$ cat config.mk
export PLATFORM = sky130hd
export DESIGN_NAME = ota_reboot_sequencer_flat
export DESIGN_NICKNAME = d
export VERILOG_FILES = /design/src/rtl/ota_reboot_sequencer_if.sv /design/src/rtl/ota_reboot_sequencer.sv /design/src/flat_wrapper.sv
export SDC_FILE = /design/constraint.sdc
export NUM_CORES = 1
export LEC_CHECK = 0
export ABC_AREA = 1
export CELL_PAD_IN_SITES_DETAIL_PLACEMENT = 1
export CELL_PAD_IN_SITES_GLOBAL_PLACEMENT = 2
export CORE_MARGIN = 1.5
export CORE_UTILIZATION = 31
export DETAILED_ROUTE_END_ITERATION = 10
export PLACE_DENSITY_LB_ADDON = 0.1
export SETUP_SLACK_MARGIN = 0.3
export SLEW_MARGIN = 10
export SYNTH_ARGS = -nofsm -noshare
export SYNTH_HDL_FRONTEND = slang
export SYNTH_SLANG_ARGS = --single-unit
$ cat constraint.sdc
create_clock -name clk -period 6.85 [get_ports clk]
set_clock_uncertainty 0.15 [all_clocks]
set_input_delay 1.37 -clock clk [delete_from_list [all_inputs] [get_ports clk]]
set_output_delay 1.37 -clock clk [all_outputs]
set_load 0.02 [all_outputs]
$ cat src/rtl/ota_reboot_sequencer_if.sv
// Request/grant, RP2040 handshake and reboot-trigger signals of ota_reboot_sequencer.
// Optional i_abort member exists only when OTA_REBOOT_ABORT_EN is defined.
interface ota_reboot_sequencer_if #(
   parameter int unsigned N_REQ = 3
) ();
   logic             i_arm;
   logic [N_REQ-1:0] i_req;
   logic [N_REQ-1:0] i_req_slot;
   logic             i_host_ack;
   logic             i_err_clr;
`ifdef OTA_REBOOT_ABORT_EN
   logic             i_abort;
`endif
   logic [N_REQ-1:0] o_grant;
   logic             o_busy;
   logic             o_host_req;
   logic             o_host_slot;
   logic             o_reboot_trigger;
   logic [31:0]      o_reboot_addr;
   logic             o_timeout_err;

`ifdef OTA_REBOOT_ABORT_EN
   modport slave (
      input  i_arm, i_req, i_req_slot, i_host_ack, i_err_clr, i_abort,
      output o_grant, o_busy, o_host_req, o_host_slot, o_reboot_trigger, o_reboot_addr,
             o_timeout_err
   );
   modport master (
      output i_arm, i_req, i_req_slot, i_host_ack, i_err_clr, i_abort,
      input  o_grant, o_busy, o_host_req, o_host_slot, o_reboot_trigger, o_reboot_addr,
             o_timeout_err
   );
`else
   modport slave (
      input  i_arm, i_req, i_req_slot, i_host_ack, i_err_clr,
      output o_grant, o_busy, o_host_req, o_host_slot, o_reboot_trigger, o_reboot_addr,
             o_timeout_err
   );
   modport master (
      output i_arm, i_req, i_req_slot, i_host_ack, i_err_clr,
      input  o_grant, o_busy, o_host_req, o_host_slot, o_reboot_trigger, o_reboot_addr,
             o_timeout_err
   );
`endif
endinterface

$ cat src/rtl/ota_reboot_sequencer.sv
// Round-robin owner of the ECP5 reboot path: RP2040 handshake first, internal refresh on timeout.
// Optional abort input enabled by defining OTA_REBOOT_ABORT_EN.
module ota_reboot_sequencer #(
   parameter int unsigned N_REQ              = 3,
   parameter int unsigned HOLDOFF_CYCLES     = 1024,
   parameter int unsigned ACK_TIMEOUT_CYCLES = 65536,
   parameter logic [31:0] GOLDEN_ADDR        = 32'h0000_0000,
   parameter logic [31:0] USER_ADDR          = 32'h0010_0000
) (
   input logic                  clk,
   input logic                  rst,
   ota_reboot_sequencer_if.slave bus
);
   localparam int unsigned PtrW   = (N_REQ > 1) ? $clog2(N_REQ) : 1;
   localparam int unsigned CntMax = (HOLDOFF_CYCLES > ACK_TIMEOUT_CYCLES) ?
                                    HOLDOFF_CYCLES : ACK_TIMEOUT_CYCLES;
   localparam int unsigned CntW   = $clog2(CntMax + 1);

   typedef enum logic [2:0] {StIdle, StHoldoff, StHostReq, StWaitRel, StFallback} state_e;

   state_e           r_state;
   logic [CntW-1:0]  r_cnt;
   logic [PtrW-1:0]  r_ptr;
   logic [1:0]       r_ack_sync;
   logic [N_REQ-1:0] r_grant;
   logic             r_busy;
   logic             r_host_req;
   logic             r_host_slot;
   logic             r_trigger;
   logic [31:0]      r_addr;
   logic             r_timeout_err;

   logic             w_sel_valid;
   logic [PtrW-1:0]  w_sel_idx;
   logic [PtrW-1:0]  w_ptr_next;
   logic [N_REQ-1:0] w_sel_onehot;
   logic             w_sel_slot;
   logic             w_abort;

`ifdef OTA_REBOOT_ABORT_EN
   assign w_abort = bus.i_abort;
`else
   assign w_abort = 1'b0;
`endif

   // First requester at or after the pointer, wrapping around.
   always_comb begin
      int unsigned idx;
      idx          = 0;
      w_sel_valid  = 1'b0;
      w_sel_idx    = '0;
      w_sel_onehot = '0;
      w_sel_slot   = 1'b0;
      w_ptr_next   = '0;
      for (int unsigned k = 0; k < N_REQ; k++) begin
         idx = (int'(r_ptr) + k) % N_REQ;
         if (!w_sel_valid && bus.i_req[idx]) begin
            w_sel_valid       = 1'b1;
            w_sel_idx         = PtrW'(idx);
            w_sel_onehot      = '0;
            w_sel_onehot[idx] = 1'b1;
            w_sel_slot        = bus.i_req_slot[idx];
            w_ptr_next        = (idx == N_REQ - 1) ? '0 : PtrW'(idx + 1);
         end
      end
   end

   always_ff @(posedge clk or posedge rst) begin
      if (rst) begin
         r_state       <= StIdle;
         r_cnt         <= '0;
         r_ptr         <= '0;
         r_ack_sync    <= '0;
         r_grant       <= '0;
         r_busy        <= 1'b0;
         r_host_req    <= 1'b0;
         r_host_slot   <= 1'b0;
         r_trigger     <= 1'b0;
         r_addr        <= GOLDEN_ADDR;
         r_timeout_err <= 1'b0;
      end else begin
         r_ack_sync <= {r_ack_sync[0], bus.i_host_ack};
         r_trigger  <= 1'b0;
         // A fallback entry below overrides a simultaneous clear.
         if (bus.i_err_clr) r_timeout_err <= 1'b0;
         case (r_state)
            StIdle: begin
               if (bus.i_arm && w_sel_valid) begin
                  r_grant     <= w_sel_onehot;
                  r_host_slot <= w_sel_slot;
                  r_addr      <= w_sel_slot ? USER_ADDR : GOLDEN_ADDR;
                  r_ptr       <= w_ptr_next;
                  r_busy      <= 1'b1;
                  r_cnt       <= '0;
                  r_state     <= StHoldoff;
               end
            end
            StHoldoff: begin
               if (w_abort) begin
                  r_grant <= '0;
                  r_busy  <= 1'b0;
                  r_state <= StIdle;
               end else if (r_cnt == CntW'(HOLDOFF_CYCLES)) begin
                  r_host_req <= 1'b1;
                  r_cnt      <= '0;
                  r_state    <= StHostReq;
               end else begin
                  r_cnt <= r_cnt + 1'b1;
               end
            end
            StHostReq: begin
               if (w_abort) begin
                  r_host_req <= 1'b0;
                  r_grant    <= '0;
                  r_busy     <= 1'b0;
                  r_state    <= StIdle;
               end else if (r_ack_sync[1]) begin
                  r_host_req <= 1'b0;
                  r_state    <= StWaitRel;
               end else if (r_cnt == CntW'(ACK_TIMEOUT_CYCLES - 1)) begin
                  r_host_req    <= 1'b0;
                  r_trigger     <= 1'b1;
                  r_timeout_err <= 1'b1;
                  r_state       <= StFallback;
               end else begin
                  r_cnt <= r_cnt + 1'b1;
               end
            end
            StWaitRel: begin
               if (!r_ack_sync[1]) begin
                  r_grant <= '0;
                  r_busy  <= 1'b0;
                  r_state <= StIdle;
               end
            end
            StFallback: begin
               r_grant <= '0;
               r_busy  <= 1'b0;
               r_state <= StIdle;
            end
            default: begin
               r_host_req <= 1'b0;
               r_grant    <= '0;
               r_busy     <= 1'b0;
               r_state    <= StIdle;
            end
         endcase
      end
   end

   assign bus.o_grant          = r_grant;
   assign bus.o_busy           = r_busy;
   assign bus.o_host_req       = r_host_req;
   assign bus.o_host_slot      = r_host_slot;
   assign bus.o_reboot_trigger = r_trigger;
   assign bus.o_reboot_addr    = r_addr;
   assign bus.o_timeout_err    = r_timeout_err;
endmodule

$ cat src/flat_wrapper.sv
// flat-port wrapper written by rule: the top's interface ports become plain ports
module ota_reboot_sequencer_flat 
#(
   parameter int unsigned N_REQ              = 3,
   parameter int unsigned HOLDOFF_CYCLES     = 1024,
   parameter int unsigned ACK_TIMEOUT_CYCLES = 65536,
   parameter logic [31:0] GOLDEN_ADDR        = 32'h0000_0000,
   parameter logic [31:0] USER_ADDR          = 32'h0010_0000
)
  (clk, rst, bus_i_arm, bus_i_req, bus_i_req_slot, bus_i_host_ack, bus_i_err_clr, bus_o_grant, bus_o_busy, bus_o_host_req, bus_o_host_slot, bus_o_reboot_trigger, bus_o_reboot_addr, bus_o_timeout_err);
  ota_reboot_sequencer_if #(.N_REQ(N_REQ)) bus_i ();
  input logic clk;
  input logic rst;
  input wire logic [$bits(bus_i.i_arm)-1:0] bus_i_arm;
  input wire logic [$bits(bus_i.i_req)-1:0] bus_i_req;
  input wire logic [$bits(bus_i.i_req_slot)-1:0] bus_i_req_slot;
  input wire logic [$bits(bus_i.i_host_ack)-1:0] bus_i_host_ack;
  input wire logic [$bits(bus_i.i_err_clr)-1:0] bus_i_err_clr;
  output wire logic [$bits(bus_i.o_grant)-1:0] bus_o_grant;
  output wire logic [$bits(bus_i.o_busy)-1:0] bus_o_busy;
  output wire logic [$bits(bus_i.o_host_req)-1:0] bus_o_host_req;
  output wire logic [$bits(bus_i.o_host_slot)-1:0] bus_o_host_slot;
  output wire logic [$bits(bus_i.o_reboot_trigger)-1:0] bus_o_reboot_trigger;
  output wire logic [$bits(bus_i.o_reboot_addr)-1:0] bus_o_reboot_addr;
  output wire logic [$bits(bus_i.o_timeout_err)-1:0] bus_o_timeout_err;
  assign bus_i.i_arm = bus_i_arm;
  assign bus_i.i_req = bus_i_req;
  assign bus_i.i_req_slot = bus_i_req_slot;
  assign bus_i.i_host_ack = bus_i_host_ack;
  assign bus_i.i_err_clr = bus_i_err_clr;
  assign bus_o_grant = bus_i.o_grant;
  assign bus_o_busy = bus_i.o_busy;
  assign bus_o_host_req = bus_i.o_host_req;
  assign bus_o_host_slot = bus_i.o_host_slot;
  assign bus_o_reboot_trigger = bus_i.o_reboot_trigger;
  assign bus_o_reboot_addr = bus_i.o_reboot_addr;
  assign bus_o_timeout_err = bus_i.o_timeout_err;
  ota_reboot_sequencer #(.N_REQ(N_REQ), .HOLDOFF_CYCLES(HOLDOFF_CYCLES), .ACK_TIMEOUT_CYCLES(ACK_TIMEOUT_CYCLES), .GOLDEN_ADDR(GOLDEN_ADDR), .USER_ADDR(USER_ADDR)) u_core (.clk(clk), .rst(rst), .bus(bus_i));
endmodule
==> metrics, run 1 <==
Synth Area in Adders 3.559%; CTS Sinks 32; Total Routing Usage GR 15.52%; H-tree Lvls 2; Compound-Gate Fraction of Synth Area 10.12%; Synth Flop Type dfrtp_1; hpwl dp 4906 um; TritonCTS clock tree built; drt total wl 6149 um; clk buf depth 2; Cell Pwr Density 369.0 nW/um^2; cts hold-fix bufs 0; largest net degree at the start of global routing 33; Crit. End Element register; register area share after synthesis 32.54%; crit path launch type input pin; initial core utilization 32.01%; Num CTS Buffers 5; flops & latches, synth 32; Max IR drop VDD 92.90 uV; largest cells by area after synthesis dfrtp_1, nand2_1, buf_4; leading area contributor after synthesis dfrtp_1; min-delay src u_core.r_ack_sync[0]$_DFF_PP0_; DRC Markers 0; XOR/XNOR Fraction of Synth Area 2.135%; YS warnings 0; Slew Limit Headroom 62.27%; Fin. Hold Viols 0; worst r2r src u_core.r_cnt[0]$_DFFE_PP0P_; main combinational cell family by area after synthesis simple AND/OR/NAND/NOR gates; cells after synthesis 347; Syn Std Cell Area 2461 sq um; # setup viols final 0; worst min-delay path class reg -> reg; period utilization 43.64%; Post-DP Area 2636 sq um; most frequent cells in the layout nand2_1, inv_1, dfrtp_1; layout cells sized above 1 7.008%; # IOs 51; Sum Neg Setup Slack 0 ns; CORE AREA 7687 sq um; antenna violations before repair 0; Max Clk Rate 0.3345 GHz; die width 92.10 um; total power 1.006 mW; R2R setup slack 3.96 ns; Post-DRT Antenna Nets 0; crit path kind in -> reg; crit path launch bus_i_req[2]; setup ws final 3.861 ns; worst slew pin tran 0.5659 ns; routability cong. 0.8098; Netlist cell types 32; DR WL/cell 13.00 um; Resized Gates After CTS 0; Rows 32; Slew Viols, Final 0; Setup WS pre-CTS 3.542 ns; antenna cells 0; FILL cells 1002; global-route wire length before repair 10380 um; GRT Residual Overflow 0; asr flop ratio synth 100.0%; maxcap violations 0; WP data required 6.85 ns; Initial DRC Count 35; Area growth syn-to-layout 10.78%; most common cell after layout, fill and taps aside nand2_1; arrival time worst endpoint 2.99 ns; Die Span Y 92.10 um; Die ar. 8482 sq um; FF/Latch Area 800.8 sq um; fin nets 388; root buffer cell clkbuf_8; placed cell count 465; vias in the first global route 2185; fin cells 473; RSZ-0062 raised after global routing false; # port buffers 19; clk_lat worst skew 0.28 ns; minimum clock period 2.989 ns; EDFF count, synth 0; vias post-DR 2157; DR pass1 iterations 4; post-layout instance area 2726 sq um; multiplexer share of the synthesized area 0%; post-synth top area share 32.54%; Post-Syn Area per Cell 7.093 sq um; Vias/cell 4.560; register clock-pin slew on the reported worst setup and hold paths 0.07 ns; LEAKAGE 1.333 nW; simple-gate share of the synthesized area 33.35%; Multi-input gate area 1326 sq um; outcome completed; # Post-CTS Setup Buffers 0; worst-path fanout max 9
## where the power goes
part	total [mW]	internal, mW	switching [mW]
registers	0.265	0.228	0.0366
logic	0.588	0.183	0.406
clock network	0.153	0.0820	0.0709
total	1.01	0.493	0.513
## synthesized netlist by cell type (all sizes together), types with 2 or more instances
| library cell | instances |
|---|---|
| nor3 | 7 |
| nand3b | 2 |
| nand3 | 27 |
| a21boi | 2 |
| ha | 7 |
| dfrtp | 32 |
| buf | 34 |
| o22ai | 3 |
| nor2 | 29 |
| o211ai | 2 |
| o21ai | 26 |
| nand2 | 97 |
| a21oi | 8 |
| xor2 | 6 |
| inv | 49 |
| nand4 | 10 |
| a211oi | 2 |
## through the flow
step | hold WS, ns | util, %
after floorplan | 0.1812 | -
after detailed placement | 0.1871 | 34.29
final | 0.2007 | 35.47
after global routing | 0.2088 | 35.47
after CTS | 0.2037 | 35.47
after global placement | 0.1826 | 34.29
## final cells by class
class	count	share of cell area (%)
Multi-Input combinational cell	262	48.65
Tap cell	102	4.681
Clock buffer	8	3.304
Sequential cell	32	29.37
Inverter	49	6.746
Timing Repair Buffer	20	7.251
## critical path, stage by stage
cell             delay, ns
clkdlybuf4s50_1       0.52
inv_1                 0.09
nor2_2                0.14
inv_1                 0.06
nand2_2               0.13
nor2_8                0.05
nand2_4               0.06
nand2_4               0.06
a21boi_2              0.37
o21ai_0               0.14
## cells by family (layout without fill, tap and decap cells)
group / Yosys count / in the layout
AOI/OAI and AO/OA: 44 / 44
xor gates and xnor gates: 6 / 6
adders and majority gates: 7 / 7
buffers and inverters: 83 / 77
DFF: 32 / 32
other: 1 / 31
and+or+nand+nor: 174 / 174
## worst paths after layout
check,cells past startpoint,endpoint
max,10,u_core.r_cnt[2]$_DFFE_PP0P_
min,0,u_core.r_ack_sync[1]$_DFF_PP0_
max reg2reg,13,u_core.r_cnt[2]$_DFFE_PP0P_
min reg2reg,0,u_core.r_ack_sync[1]$_DFF_PP0_
max in group asynchronous,3,u_core.bus.o_grant[2]$_DFFE_PP0P_
min in group asynchronous,3,u_core.r_cnt[3]$_DFFE_PP0P_
## registers in the layout, indices dropped and copies added (netlist names)
signal,count
u_core.r_ack_sync,2
u_core.bus.o_timeout_err,1
u_core.bus.o_reboot_trigger,1
u_core.r_state,3
u_core.bus.o_reboot_addr,1
u_core.bus.o_host_req,1
u_core.bus.o_busy,1
u_core.r_ptr,2
u_core.bus.o_grant,3
u_core.r_cnt,17
## per-layer routing
layer  GRT usage (%)  vias to the layer above  wire length, um
met3           2.736                       10              163
met5               0                        -                0
met4           4.744                        0              107
met2           25.43                       31             2833
li1                -                     1094                -
met1           20.74                     1022             3044
Note: power is estimated with default switching activity, not from simulation.
==> run 2, diff against run 1 <==
- CORE_UTILIZATION: 31 -> 28
- clock period: 6.85 -> 3.11 ns (I/O delays scaled with it)
==> run 2 against run 1 <==
Setup slack got worse by 3.4 ns. Cell count up 2.5%. Die area grew 10%. Via count rose by 1.3%. Hold slack improved by 0.0025 ns. Clock power increased by 120%. First-iteration DRC count is 110% higher. Sequential cell count did not move. Utilization decreased by 2.3 points. Register-to-register slack got worse by 3.5 ns. Non-clock buffer count up 4. Critical path type is now reg -> reg. Critical endpoint is now u_core.r_cnt[8]$_DFFE_PP0P_. Largest cell class unchanged. Largest power group unchanged.
==> metrics, run 2 (same netlist as run 1, synthesis figures left out) <==
DR pass1 iterations 4 (unchanged); period utilization 84.54%; register clock-pin slew on the reported worst setup and hold paths 0.08 ns (was 0.07 ns); arrival time worst endpoint 2.65 ns (was 2.99 ns); Slew Viols, Final 0 (unchanged); worst path buffer plus inverter count 2 (was 3); CP top delay family simple AND/OR/NAND/NOR gates (was buffers and inverters); routability cong. 0.7924 (was 0.8098); CP max stage delay 0.40 ns (was 0.52 ns); Post-DRT Antenna Nets 0 (unchanged); LEAKAGE 1.389 nW (was 1.333 nW); clk_lat worst skew 0.29 ns (was 0.28 ns); CTS Sinks 32 (unchanged); Area growth syn-to-layout 16.42% (was 10.78%); antenna violations before repair 0 (unchanged); Max Clk Rate 0.3804 GHz; # port buffers 19 (unchanged); Die ar. 9362 sq um (was 8482 sq um); most common cell after layout, fill and taps aside nand2_1 (unchanged); antenna cells 0 (unchanged); placed cell count 471 (was 465); RSZ-0062 raised after global routing false (unchanged); WP data required 3.13 ns (was 6.85 ns); fin cells 485 (was 473); CORE AREA 8636 sq um (was 7687 sq um); max reg flops 17 (unchanged); worst-path fanout max 5 (was 9); Fin. Hold Viols 0 (unchanged); fin nets 394 (was 388); Num CTS Buffers 5 (unchanged); Reg with most FFs u_core.r_cnt (unchanged); TritonCTS clock tree built (unchanged); outcome completed (unchanged); setup ws final 0.4810 ns (was 3.861 ns); GRT Residual Overflow 0 (unchanged); clk buf depth 2 (unchanged); Vias/cell 4.507 (was 4.560); Cell Pwr Density 829.9 nW/um^2 (was 369.0 nW/um^2); DR WL/cell 14.08 um (was 13.00 um); crit path launch type register (was input pin); Die Span Y 96.76 um (was 92.10 um); Setup WS pre-CTS 0.2289 ns (was 3.542 ns); DRC Markers 0 (unchanged); # IOs 51 (unchanged); Crit. End Element register (unchanged); Rows 34 (was 32); maxcap violations 0 (unchanged); Slew Limit Headroom 62.72% (was 62.27%); largest net degree at the start of global routing 33 (unchanged); Initial DRC Count 75 (was 35); Total Routing Usage GR 14.15% (was 15.52%); root buffer cell clkbuf_8 (unchanged); Sum Neg Setup Slack 0 ns (unchanged); worst slew pin tran 0.5585 ns (was 0.5659 ns); hold_ws 0.2032 ns (was 0.2007 ns); cts hold-fix bufs 0 (unchanged); CP max stage cell dfrtp_1 (was clkdlybuf4s50_1); layout cells sized above 1 11.67% (was 7.008%); Max IR drop VDD 219.8 uV (was 92.90 uV); vias in the first global route 2167 (was 2185); # setup viols final 0 (unchanged); drt total wl 6828 um (was 6149 um); crit path kind reg -> reg (was in -> reg); H-tree Lvls 2 (unchanged); vias post-DR 2186 (was 2157); crit-path cells ha_2 -> nand3_2 -> inv_2 -> nand3_4 -> nor2_4 -> nand4_1 -> nor4_4 -> ha_2 -> inv_2 -> o22ai_4 -> nor2_4 -> a21boi_4 -> nand2_1 -> o21ai_0 (was clkdlybuf4s50_1 -> inv_1 -> nor2_2 -> inv_1 -> nand2_2 -> nor2_8 -> nand2_4 -> nand2_4 -> a21boi_2 -> o21ai_0); die width 96.76 um (was 92.10 um); global-route wire length before repair 10780 um (was 10380 um); FILL cells 1134 (was 1002); initial core utilization 28.50% (was 32.01%); hpwl dp 5026 um (was 4906 um); minimum clock period 2.629 ns; worst min-delay path class reg -> reg (unchanged); most frequent cells in the layout nand2_1, inv_1, dfrtp_1 (unchanged)
## run 2: final timing paths
kind | slack [ns] | cells after the start | endpoint | start
min in group asynchronous | 0.57 | 3 | u_core.bus.o_reboot_addr[20]$_DFFE_PP0P_ | rst
worst min-delay path | 0.20 | 0 | u_core.r_ack_sync[1]$_DFF_PP0_ | u_core.r_ack_sync[0]$_DFF_PP0_
worst max-delay path | 0.48 | 14 | u_core.r_cnt[8]$_DFFE_PP0P_ | u_core.r_cnt[1]$_DFFE_PP0P_
max in group asynchronous | 1.92 | 3 | u_core.r_cnt[8]$_DFFE_PP0P_ | rst
worst min register to register | 0.20 | 0 | u_core.r_ack_sync[1]$_DFF_PP0_ | u_core.r_ack_sync[0]$_DFF_PP0_
worst max register to register | 0.48 | 14 | u_core.r_cnt[8]$_DFFE_PP0P_ | u_core.r_cnt[1]$_DFFE_PP0P_
## run 2: metal layers
metal / GRT usage (%) / share of wire, %
met1: 20.42 / 51
met2: 22.11 / 45
met3: 2.529 / 2.6
met4: 3.010 / 0.62
met5: 0 / 0
## run 2: where the power goes
group | total [mW] | switching (mW) | internal [mW] | leakage (nW)
Clock | 0.329 | 0.173 | 0.156 | 0.0479
Combinational | 1.46 | 0.985 | 0.474 | 0.913
Sequential | 0.589 | 0.0868 | 0.502 | 0.428
## run 2: area by class of cell
cell class                 instances  area [sq um]  area share [%]
timing repair buffer              24         227.7           7.948
clock buffer                       5         68.82           2.402
tap                              108         135.1           4.716
multi-input combinational        264          1430           49.91
sequential                        32         800.8           27.95
clock inverter                     3         18.77          0.6550
inverter                          49         183.9           6.419
## run 2: metrics by stage
step / power, mW / utilization [%] / instance area [sq um]
6_report: 2.378 / 33.18 / 2865
5_1_grt: 2.596 / 33.18 / 2865
4_1_cts: 2.253 / 31.70 / 2738
3_5_place_dp: 1.915 / 30.61 / 2644
3_3_place_gp: 1.922 / 30.61 / 2644
2_1_floorplan: 1.597 / - / 2574
## run 2: repair_timing
item                                    in CTS  in global routing
endpoints found under the setup margin      13                 20
gates cloned                                 0                  2
pin swaps                                    0                  8
gates resized for setup                      1                 18
setup buffers                                0                  4
==> run 3, diff against run 2 <==
- CORE_UTILIZATION: 28 -> 26
- clock period: 3.11 -> 2.12 ns (I/O delays scaled with it)
==> run 3 against run 2 <==
The run now ends with negative setup slack left. Count of clock-buffer cells in the layout rose by 3. Combinational power grew 130%. First-iteration DRC count fell by 1.3%. Routed wire length increased by 24%. Cell count up 13%. Highest routed layer unchanged.
==> metrics, run 3 (same netlist as run 1, synthesis figures left out) <==
die width 100.3 um (was 96.76 um); crit path kind reg -> reg (unchanged); antenna violations before repair 0 (unchanged); RSZ-0062 raised after global routing true (was false); Slew Viols, Final 0 (unchanged); placed cell count 516 (was 471); Post-DP Area 3019 sq um (was 2644 sq um); Vias/cell 4.601 (was 4.507); worst-path fanout max 5 (unchanged); initial core utilization 26.76% (was 28.50%); clk_lat worst skew 0.29 ns (about the same); CTS Sinks 32 (unchanged); Max Clk Rate 0.4027 GHz (was 0.3804 GHz); worst r2r dst u_core.r_cnt[4]$_DFFE_PP0P_ (was u_core.r_cnt[8]$_DFFE_PP0P_); worst min-delay path class reg -> reg (unchanged); FF/Latch Area 803.3 sq um (was 800.8 sq um); register clock-pin slew on the reported worst setup and hold paths 0.07 ns (was 0.08 ns); most frequent cells in the layout nand2_1, buf_4, inv_1 (was nand2_1, inv_1, dfrtp_1); arrival time worst endpoint 2.51 ns (was 2.65 ns); crit path launch type register (unchanged); vias post-DR 2517 (was 2186); Setup WS pre-CTS -0.3580 ns (was 0.2289 ns); layout cells sized above 1 33.49% (was 11.67%); root buffer cell clkbuf_8 (unchanged); period utilization 117.1% (was 84.54%); H-tree Lvls 2 (unchanged); worst slew pin tran 0.5180 ns (was 0.5585 ns); LEAKAGE 1.752 nW (was 1.389 nW); GRT Residual Overflow 0 (unchanged); Reg with most FFs u_core.r_cnt (unchanged); worst r2r src u_core.r_cnt[1]$_DFFE_PP0P_ (unchanged); DR WL/cell 15.42 um (was 14.08 um); CORE AREA 9196 sq um (was 8636 sq um); Fin. Hold Viols 0 (unchanged); routability cong. 0.7448 (was 0.7924); most common cell after layout, fill and taps aside nand2_1 (unchanged); Power Internal 2.348 mW (was 1.133 mW); R2R setup slack -0.36 ns (was 0.48 ns); Max IR drop VDD 380.5 uV (was 219.8 uV); global-route wire length before repair 11960 um (was 10780 um); DRC Markers 0 (unchanged); Cell Pwr Density 1316 nW/um^2 (was 829.9 nW/um^2); Post-DRT Antenna Nets 0 (unchanged); drt total wl 8433 um (was 6828 um); cts hold-fix bufs 0 (unchanged); cells on worst reg2reg path 14 (unchanged); P_sw 2.356 mW (was 1.245 mW); Die ar. 10060 sq um (was 9362 sq um); # port buffers 19 (unchanged); setup ws final -0.3633 ns (was 0.4810 ns); Total Routing Usage GR 15.34% (was 14.15%); Crit. End Element register (unchanged); sequential share of power 17.9% (was 24.8%); maxcap violations 0 (unchanged); largest net degree at the start of global routing 33 (unchanged); vias in the first global route 2369 (was 2167); max reg flops 17 (unchanged); part of the power in combinational logic 71.0% (was 61.4%); total power 4.704 mW (was 2.378 mW); Rows 35 (was 34); crit path launch u_core.r_cnt[1]$_DFFE_PP0P_ (unchanged); Num CTS Buffers 5 (unchanged); Die Span Y 100.3 um (was 96.76 um); TritonCTS clock tree built (unchanged); hpwl dp 5735 um (was 5026 um); minimum clock period 2.483 ns (was 2.629 ns); Multi-input gate area 1672 sq um (was 1430 sq um); hold_ws 0.2015 ns (was 0.2032 ns); # IOs 51 (unchanged); Initial DRC Count 74 (was 75); Switching Share 50.08% (was 52.36%); fin nets 453 (was 394); # setup viols final 23 (was 0); fin cells 547 (was 485); WP data required 2.15 ns (was 3.13 ns); Slew Limit Headroom 65.20% (was 62.72%); antenna cells 0 (unchanged); DR pass1 iterations 4 (unchanged); clk buf depth 2 (unchanged); failing checks negative setup slack; Area growth syn-to-layout 45.25% (was 16.42%); outcome finished with violations (was completed); FILL cells 1162 (was 1134); post-layout instance area 3575 sq um (was 2865 sq um); clock network fraction of total power 11.1% (was 13.8%); Setup crit end u_core.r_cnt[4]$_DFFE_PP0P_ (was u_core.r_cnt[8]$_DFFE_PP0P_)
==> run 3: layout make-up <==
type	count	area share (%)
multi-input cells	266	46.76
flip-flops and latches	32	22.47
repair buffers	81	19.01
inverters	49	5.355
well taps	111	3.885
clock buffers	8	2.520
==> run 3: repair_timing <==
| item | 4_1_cts | 5_1_grt |
|---|---|---|
| resized for setup | 25 | 65 |
| gates cloned | 0 | 4 |
| setup endpoints to repair | 39 | 30 |
| pin swaps | 7 | 20 |
| setup buffers | 8 | 11 |
==> run 3: power groups by stage <==
stage	clock network, mW	logic [mW]	registers (mW)
finish	0.524	3.34	0.840
global route	0.559	3.63	0.861
CTS	0.540	2.59	0.835
detailed placement	0	2.47	0.850
global placement	0	2.45	0.848
floorplan	0	1.54	0.894
==> run 3: per-layer routing <==
metal  GRT usage (%)  wire (um)  vias to the layer above
met5               0          0                        -
met4           4.225         57                        0
met3           2.159        246                        5
met2           24.18       3948                       48
met1           21.94       4180                     1229
li1                -          -                     1235
==> run 3: how the worst min path moves through the flow <==
stage                                        start                        endpoint  slack, ns  cells past startpoint
floorplan           u_core.r_ack_sync[0]$_DFF_PP0_  u_core.r_ack_sync[1]$_DFF_PP0_       0.18                      0
global route        u_core.r_ack_sync[0]$_DFF_PP0_  u_core.r_ack_sync[1]$_DFF_PP0_       0.21                      0
global placement    u_core.r_ack_sync[0]$_DFF_PP0_  u_core.r_ack_sync[1]$_DFF_PP0_       0.18                      0
finish              u_core.r_ack_sync[0]$_DFF_PP0_  u_core.r_ack_sync[1]$_DFF_PP0_       0.20                      0
CTS                 u_core.r_ack_sync[0]$_DFF_PP0_  u_core.r_ack_sync[1]$_DFF_PP0_       0.20                      0
detailed placement  u_core.r_ack_sync[0]$_DFF_PP0_  u_core.r_ack_sync[1]$_DFF_PP0_       0.19                      0
==> run 3: critical path, stage by stage, from the launching register on <==
cell and delay [ns]:
dfrtp_1 0.37, ha_2 0.19, nand3_2 0.09, inv_2 0.09, nand3_4 0.08, nor2_4 0.10, nand4_1 0.15, nor4_2 0.25
ha_2 0.25, inv_2 0.06, o22ai_4 0.16, nor2_4 0.10, a21boi_4 0.18, nand2_1 0.07, o21ai_1 0.06
==> run 3: per-stage QoR <==
step	utilization [%]	TNS (ns)
6_report	38.87	-7.149
5_1_grt	38.87	-10.10
4_1_cts	34.93	-3.397
3_5_place_dp	32.83	-6.880
3_3_place_gp	32.83	-4.389
2_1_floorplan	-	-4.128
